==> config.mk <==
export PLATFORM = sky130hd
export DESIGN_NAME = imem_loader
export DESIGN_NICKNAME = d
export VERILOG_FILES = /design/src/rtl/imem_loader.sv
export SDC_FILE = /design/constraint.sdc
export NUM_CORES = 1
export LEC_CHECK = 0
export BUFFER_PORTS_ARGS = -buffer_cell sky130_fd_sc_hd__clkbuf_2
export CAP_MARGIN = 10
export CELL_PAD_IN_SITES_DETAIL_PLACEMENT = 1
export CELL_PAD_IN_SITES_GLOBAL_PLACEMENT = 2
export CORE_ASPECT_RATIO = 1.2
export CORE_MARGIN = 2
export CORE_UTILIZATION = 28
export CTS_CLUSTER_SIZE = 25
export DETAILED_ROUTE_END_ITERATION = 10
export PLACE_DENSITY = 0.83
export SLEW_MARGIN = 20
export SYNTH_ARGS = -nofsm -noshare
export SYNTH_HDL_FRONTEND = slang
export SYNTH_SLANG_ARGS = --single-unit
==> constraint.sdc <==
create_clock -name clk -period 2.3 [get_ports clk]
set_clock_uncertainty 0.15 [all_clocks]
set_input_delay 0.345 -clock clk [delete_from_list [all_inputs] [get_ports clk]]
set_output_delay 0.345 -clock clk [all_outputs]
set_load 0.01 [all_outputs]
==> src/rtl/imem_loader.sv <==
// rtl/imem_loader.sv - boot-time byte-stream to instruction-memory loader; optional checksum via IMEM_LOADER_CHECKSUM_EN
module imem_loader #(
   parameter int WORDS  = 64,
   parameter int ADDR_W = 32
) (
   input  logic              clk,
   input  logic              reset,
   input  logic              start,
   input  logic [7:0]        byte_in,
   input  logic              byte_valid,
   output logic              byte_ready,
   output logic              imem_we,
   output logic [ADDR_W-1:0] imem_addr,
   output logic [31:0]       imem_wdata,
   output logic              cpu_reset,
   output logic              busy,
   output logic              done,
   output logic              err
);

   localparam logic [7:0] WORDS_B = 8'(WORDS);

   typedef enum logic [2:0] {
      IDLE,
      HDR,
      RECV,
      WRITE,
`ifdef IMEM_LOADER_CHECKSUM_EN
      CSUM,
`endif
      RUN,
      ERR
   } state_t;

   state_t      state, state_nx;
   logic        fire;
   logic [7:0]  n_words;
   logic [7:0]  idx;
   logic [1:0]  lane;
   logic [23:0] word;
   logic [8:0]  idx_inc;
   logic        last_word;
`ifdef IMEM_LOADER_CHECKSUM_EN
   logic [7:0]  sum;
`endif

   assign fire      = byte_valid && byte_ready;
   assign idx_inc   = {1'b0, idx} + 9'd1;
   assign last_word = idx_inc >= {1'b0, n_words};

   // State register
   always_ff @(posedge clk) begin
      if (reset) state <= IDLE;
      else       state <= state_nx;
   end

   // Next-state logic
   always_comb begin
      state_nx = state;
      case (state)
         IDLE:  if (start) state_nx = HDR;
         HDR:   if (fire) state_nx = RECV;
         RECV:  if (fire && lane == 2'd3) state_nx = WRITE;
         WRITE: begin
            if (!last_word) state_nx = RECV;
`ifdef IMEM_LOADER_CHECKSUM_EN
            else            state_nx = CSUM;
`else
            else            state_nx = RUN;
`endif
         end
`ifdef IMEM_LOADER_CHECKSUM_EN
         CSUM:  if (fire) state_nx = (byte_in == sum) ? RUN : ERR;
`endif
         RUN:   if (start) state_nx = HDR;
         ERR:   if (start) state_nx = HDR;
         default: state_nx = IDLE;
      endcase
   end

   // Output decode from the current state
   always_comb begin
      byte_ready = 1'b0;
      imem_we    = 1'b0;
      cpu_reset  = 1'b1;
      busy       = 1'b0;
      done       = 1'b0;
      case (state)
         HDR:   begin byte_ready = 1'b1; busy = 1'b1; end
         RECV:  begin byte_ready = 1'b1; busy = 1'b1; end
         WRITE: begin imem_we = 1'b1; busy = 1'b1; end
`ifdef IMEM_LOADER_CHECKSUM_EN
         CSUM:  begin byte_ready = 1'b1; busy = 1'b1; end
`endif
         RUN:   begin cpu_reset = 1'b0; done = 1'b1; end
         default: ;
      endcase
   end

`ifdef IMEM_LOADER_CHECKSUM_EN
   assign err = (state == ERR);
`else
   assign err = 1'b0;
`endif

   // Datapath: header capture, little-endian packing, write address/data staging
   always_ff @(posedge clk) begin
      if (reset) begin
         n_words    <= 8'd0;
         idx        <= 8'd0;
         lane       <= 2'd0;
         word       <= 24'd0;
         imem_addr  <= '0;
         imem_wdata <= 32'd0;
`ifdef IMEM_LOADER_CHECKSUM_EN
         sum        <= 8'd0;
`endif
      end else begin
         case (state)
            IDLE, RUN, ERR: begin
`ifdef IMEM_LOADER_CHECKSUM_EN
               if (start) sum <= 8'd0;
`endif
            end
            HDR: begin
               if (fire) begin
                  n_words <= (byte_in == 8'd0 || byte_in > WORDS_B) ? WORDS_B : byte_in;
                  idx     <= 8'd0;
                  lane    <= 2'd0;
               end
            end
            RECV: begin
               if (fire) begin
                  lane <= lane + 2'd1;
`ifdef IMEM_LOADER_CHECKSUM_EN
                  sum  <= sum + byte_in;
`endif
                  case (lane)
                     2'd0: word[7:0]   <= byte_in;
                     2'd1: word[15:8]  <= byte_in;
                     2'd2: word[23:16] <= byte_in;
                     default: begin
                        // Stage address/data so they are stable for the whole WRITE cycle
                        imem_wdata <= {byte_in, word};
                        imem_addr  <= ADDR_W'({idx, 2'b00});
                     end
                  endcase
               end
            end
            WRITE: idx <= idx_inc[7:0];
            default: ;
         endcase
      end
   end

endmodule

==> summary.json <==
{
  "layout": {
    "fin_cells": 712,
    "nNetsFinal": 565,
    "flow.area_growth_from_synthesis_pct": 24.3,
    "combined_flip_flop_and_latch_cell_area_mm2": 0.00172,
    "multi_input_area_mm2": 0.00187,
    "diodes": 0,
    "filler_cell_count": 1602,
    "utilization": 0.356,
    "share_of_post_route_cells_with_drive_strength_above_1": 0.224,
    "final_cell_area_mm2": 0.00469
  },
  "route": {
    "detailedRoute.firstPassIterationCount": 4,
    "drt-total-wl_mm": 10.7,
    "drtAntennaViolNets": 0,
    "drt_iter0_drc": 125,
    "routed_wire_length_per_instance_um": 15.1,
    "drc_errors": 0,
    "post_drt_via_cell_ratio": 4.71,
    "num_vias": 3355
  },
  "die": {
    "die_y_um": 131,
    "fp.dieArea_mm2": 0.0144,
    "die-width_um": 110,
    "row_count": 46,
    "start_util": 0.286,
    "pin_count": 82,
    "placeableCoreArea_mm2": 0.0132
  },
  "synth": {
    "netlist_area_mm2": 0.00377,
    "ys_seq_area_frac": 0.451,
    "yosysMostFrequentCell": "sky130_fd_sc_hd__nand2_1",
    "synth_edf_count": 0,
    "synth_top_cell_area_share": 0.451,
    "yosys.area_share.xor_xnor": 0.0163,
    "synth_top_family_by_area": "simple AND/OR/NAND/NOR gates",
    "flip_flop_and_latch_count_after_synthesis": 85,
    "post_synth_simple_gate_area": 0.232,
    "synth_top_cells_by_area": "sky130_fd_sc_hd__dfxtp_1 (45%), sky130_fd_sc_hd__nand2_1 (12%), sky130_fd_sc_hd__a21oi_1 (10%)",
    "syn-instance-count": 478,
    "postSynth.asyncResetShare": 0,
    "synth-adder-area-share": 0.0464,
    "postSynthAreaPerCell_um2": 7.89,
    "synth_compound_gate_area_share": 0.153,
    "post-synth-top-area-cell": "sky130_fd_sc_hd__dfxtp_1",
    "ys_types": 42,
    "proportion_of_synthesized_area_in_mux_cells": 0,
    "ys_warn_count": 0,
    "synth.cells.most_frequent": "sky130_fd_sc_hd__nand2_1 (123), sky130_fd_sc_hd__dfxtp_1 (85), sky130_fd_sc_hd__a21oi_1 (77), sky130_fd_sc_hd__nand3_1 (33), sky130_fd_sc_hd__buf_4 (25)",
    "synth_top_flop_cell": "sky130_fd_sc_hd__dfxtp_1"
  },
  "clock_network": {
    "cts_made_buffers": 9,
    "clkLatencyLatePin_ns": 0.34,
    "clock_tree.buffer_depth": 2,
    "cts-root-buf": "sky130_fd_sc_hd__clkbuf_16",
    "cts.reportedPaths.clkPinSlew_ns": 0.06,
    "clock_sinks": 85,
    "total_number_of_h_tree_levels": 3,
    "tritoncts": "yes"
  },
  "critical_path": {
    "path_buf_inv": 0,
    "critical-path-top-delay-family": "simple AND/OR/NAND/NOR gates",
    "worstReg2RegStart": "idx[0]",
    "timing.critical_path.slowest_cell_delay_ns": 0.37,
    "cp_max_fo": 3,
    "worst_r2r_endpoint": "state[2]",
    "worst_path_max_delay_cell": "sky130_fd_sc_hd__dfxtp_4",
    "reg2reg_slack_ns": 0.000002,
    "r2r_cells": 9,
    "worstSetupStartpointType": "flop",
    "worstPathRequired_ns": 2.38,
    "crit_type": "flop to flop",
    "crit_chain": "ha_4 -> and4_4 -> nand2_4 -> xnor2_2 -> ha_1 -> and3_4 -> a221oi_2 -> nand2_1 -> o31a_1",
    "end_kind": "flop",
    "cp.arrival_ns": 2.38
  },
  "pwr": {
    "netSwitchingFraction": 0.240,
    "leakage_nw": 1.83,
    "finalPower_mw": 3.36,
    "clock_power_share": 0.479,
    "power.internal_mw": 2.55,
    "p_switching_uw": 807,
    "irDropWorstVdd_v": 0.000368,
    "power.share.sequential": 0.448,
    "power.density_cell_area_mw_per_mm2": 716,
    "combinationalPowerShare": 0.073
  },
  "grt": {
    "globalRouteMet1Util": 0.176,
    "grt_most_used_layer": "met2",
    "met3_usage": 0.0243,
    "number_of_global_route_vias_before_repair": 3427,
    "antenna_found_initial": 0,
    "globalRouteOverflowTotal": 0,
    "wire_length_of_the_first_global_routing_pass_mm": 17.2,
    "grt_use_met2": 0.273,
    "grt_start_max_net_pins": 35,
    "grtUsageTotal": 0.153
  },
  "sta": {
    "max_clock_freq_mhz": 435,
    "worst_hold_slack_ns": 0.206,
    "rsz0062_at_grt": "yes",
    "finalWorstPathRequiredPeriod_ns": 2.30,
    "final_hold_violating_endpoints": 0,
    "final_min_period_over_clock_period": 1.00,
    "report.final.slew_viol_count": 0,
    "timing.setup.tns_ns": 0,
    "final-setup-viol-count": 0,
    "post-route-worst-setup-slack_ns": 0.00000178
  },
  "hold_path": {
    "min_to": "state[0]",
    "hold_path_class": "input port to flop",
    "whs_path_depth": 3,
    "worst_hold_startpoint": "start"
  },
  "run_status": {
    "status": "complete, no violations"
  },
  "placement": {
    "placement.cell_area_mm2": 0.00425,
    "io_buffer_count": 56,
    "detailedPlacementHpwl_mm": 7.56,
    "globalplace.congestion": 0.764,
    "dp_cells": 692,
    "place_worst_setup_slack_ns": -0.0751
  },
  "job": {
    "maxCapViolCount": 0
  }
}
## state kept, by name (all words and copies together), names as in the netlist
signal	flops
word	24
n_words	8
lane	2
imem_addr	8
imem_wdata	32
idx	8
state	3
## layout by cell type (no fill, tap or decap), types with 3 or more instances in the layout
cell type,count
sky130_fd_sc_hd__dfxtp_4,3
sky130_fd_sc_hd__ha_1,13
sky130_fd_sc_hd__nand4_1,3
sky130_fd_sc_hd__nand3_1,31
sky130_fd_sc_hd__conb_1,25
sky130_fd_sc_hd__o21ai_0,4
sky130_fd_sc_hd__a311oi_1,3
sky130_fd_sc_hd__clkbuf_16,9
sky130_fd_sc_hd__nor3_1,3
sky130_fd_sc_hd__and2_1,3
sky130_fd_sc_hd__a21o_1,4
sky130_fd_sc_hd__dfxtp_2,3
sky130_fd_sc_hd__inv_1,11
sky130_fd_sc_hd__nand2_1,121
sky130_fd_sc_hd__nor2_1,15
sky130_fd_sc_hd__buf_4,26
sky130_fd_sc_hd__a21oi_1,77
sky130_fd_sc_hd__dfxtp_1,79
sky130_fd_sc_hd__xor2_1,3
sky130_fd_sc_hd__a31oi_1,3
sky130_fd_sc_hd__clkbuf_2,56
## repair_timing
item | 4_1_cts | 5_1_grt
setup endpoints to repair | 1 | 3
buffers inserted | 0 | 4
gates cloned | 0 | 0
gates resized for setup | 7 | 14
hold buffers | 0 | 0
pin swaps | 5 | 9
## worst register-to-register path, cell delays in order, from the launching register on
cell                       delay (ns)
sky130_fd_sc_hd__dfxtp_4         0.37
sky130_fd_sc_hd__ha_4            0.14
sky130_fd_sc_hd__and4_4          0.22
sky130_fd_sc_hd__nand2_4         0.06
sky130_fd_sc_hd__xnor2_2         0.13
sky130_fd_sc_hd__ha_1            0.33
sky130_fd_sc_hd__and3_4          0.17
sky130_fd_sc_hd__a221oi_2        0.25
sky130_fd_sc_hd__nand2_1         0.10
sky130_fd_sc_hd__o31a_1          0.28
## routing by layer
metal,up-vias,wire (um)
met1,1603,4610
li1,1676,-
met3,13,345
met5,-,0
met2,63,5570
met4,0,188
## power by group through the flow
stage          registers, mW  logic [mW]  clock network, mW
2_1_floorplan           1.53       0.185                  0
3_3_place_gp            1.54       0.231                  0
3_5_place_dp            1.54       0.239                  0
4_1_cts                 1.50       0.241               1.64
5_1_grt                 1.50       0.271               1.71
6_report                1.50       0.245               1.61
## area by class of cell
type | instances | area share
Clock buffer | 11 | 0.0518
Clock inverter | 5 | 0.0176
Inverter | 12 | 0.0104
Multi-Input combinational cell | 347 | 0.399
Sequential cell | 85 | 0.366
Tap cell | 168 | 0.0448
Timing Repair Buffer | 84 | 0.110
## how the worst max path moves through the flow
stage / end / depth (start not counted) / startpoint
after floorplan: state[2] / 9 / idx[1]
after global placement: state[2] / 9 / idx[1]
after detailed placement: state[2] / 8 / idx[4]
after CTS: state[2] / 9 / idx[1]
after global routing: state[2] / 9 / idx[0]
final: state[2] / 9 / idx[0]
## logic make-up after synthesis
logic type,after synthesis
buf+inv,70
other cells,1
fa+ha+maj,14
compound gates,103
xor+xnor,7
flops,85
simple gates,198
Power figures use the tool's default switching activity.
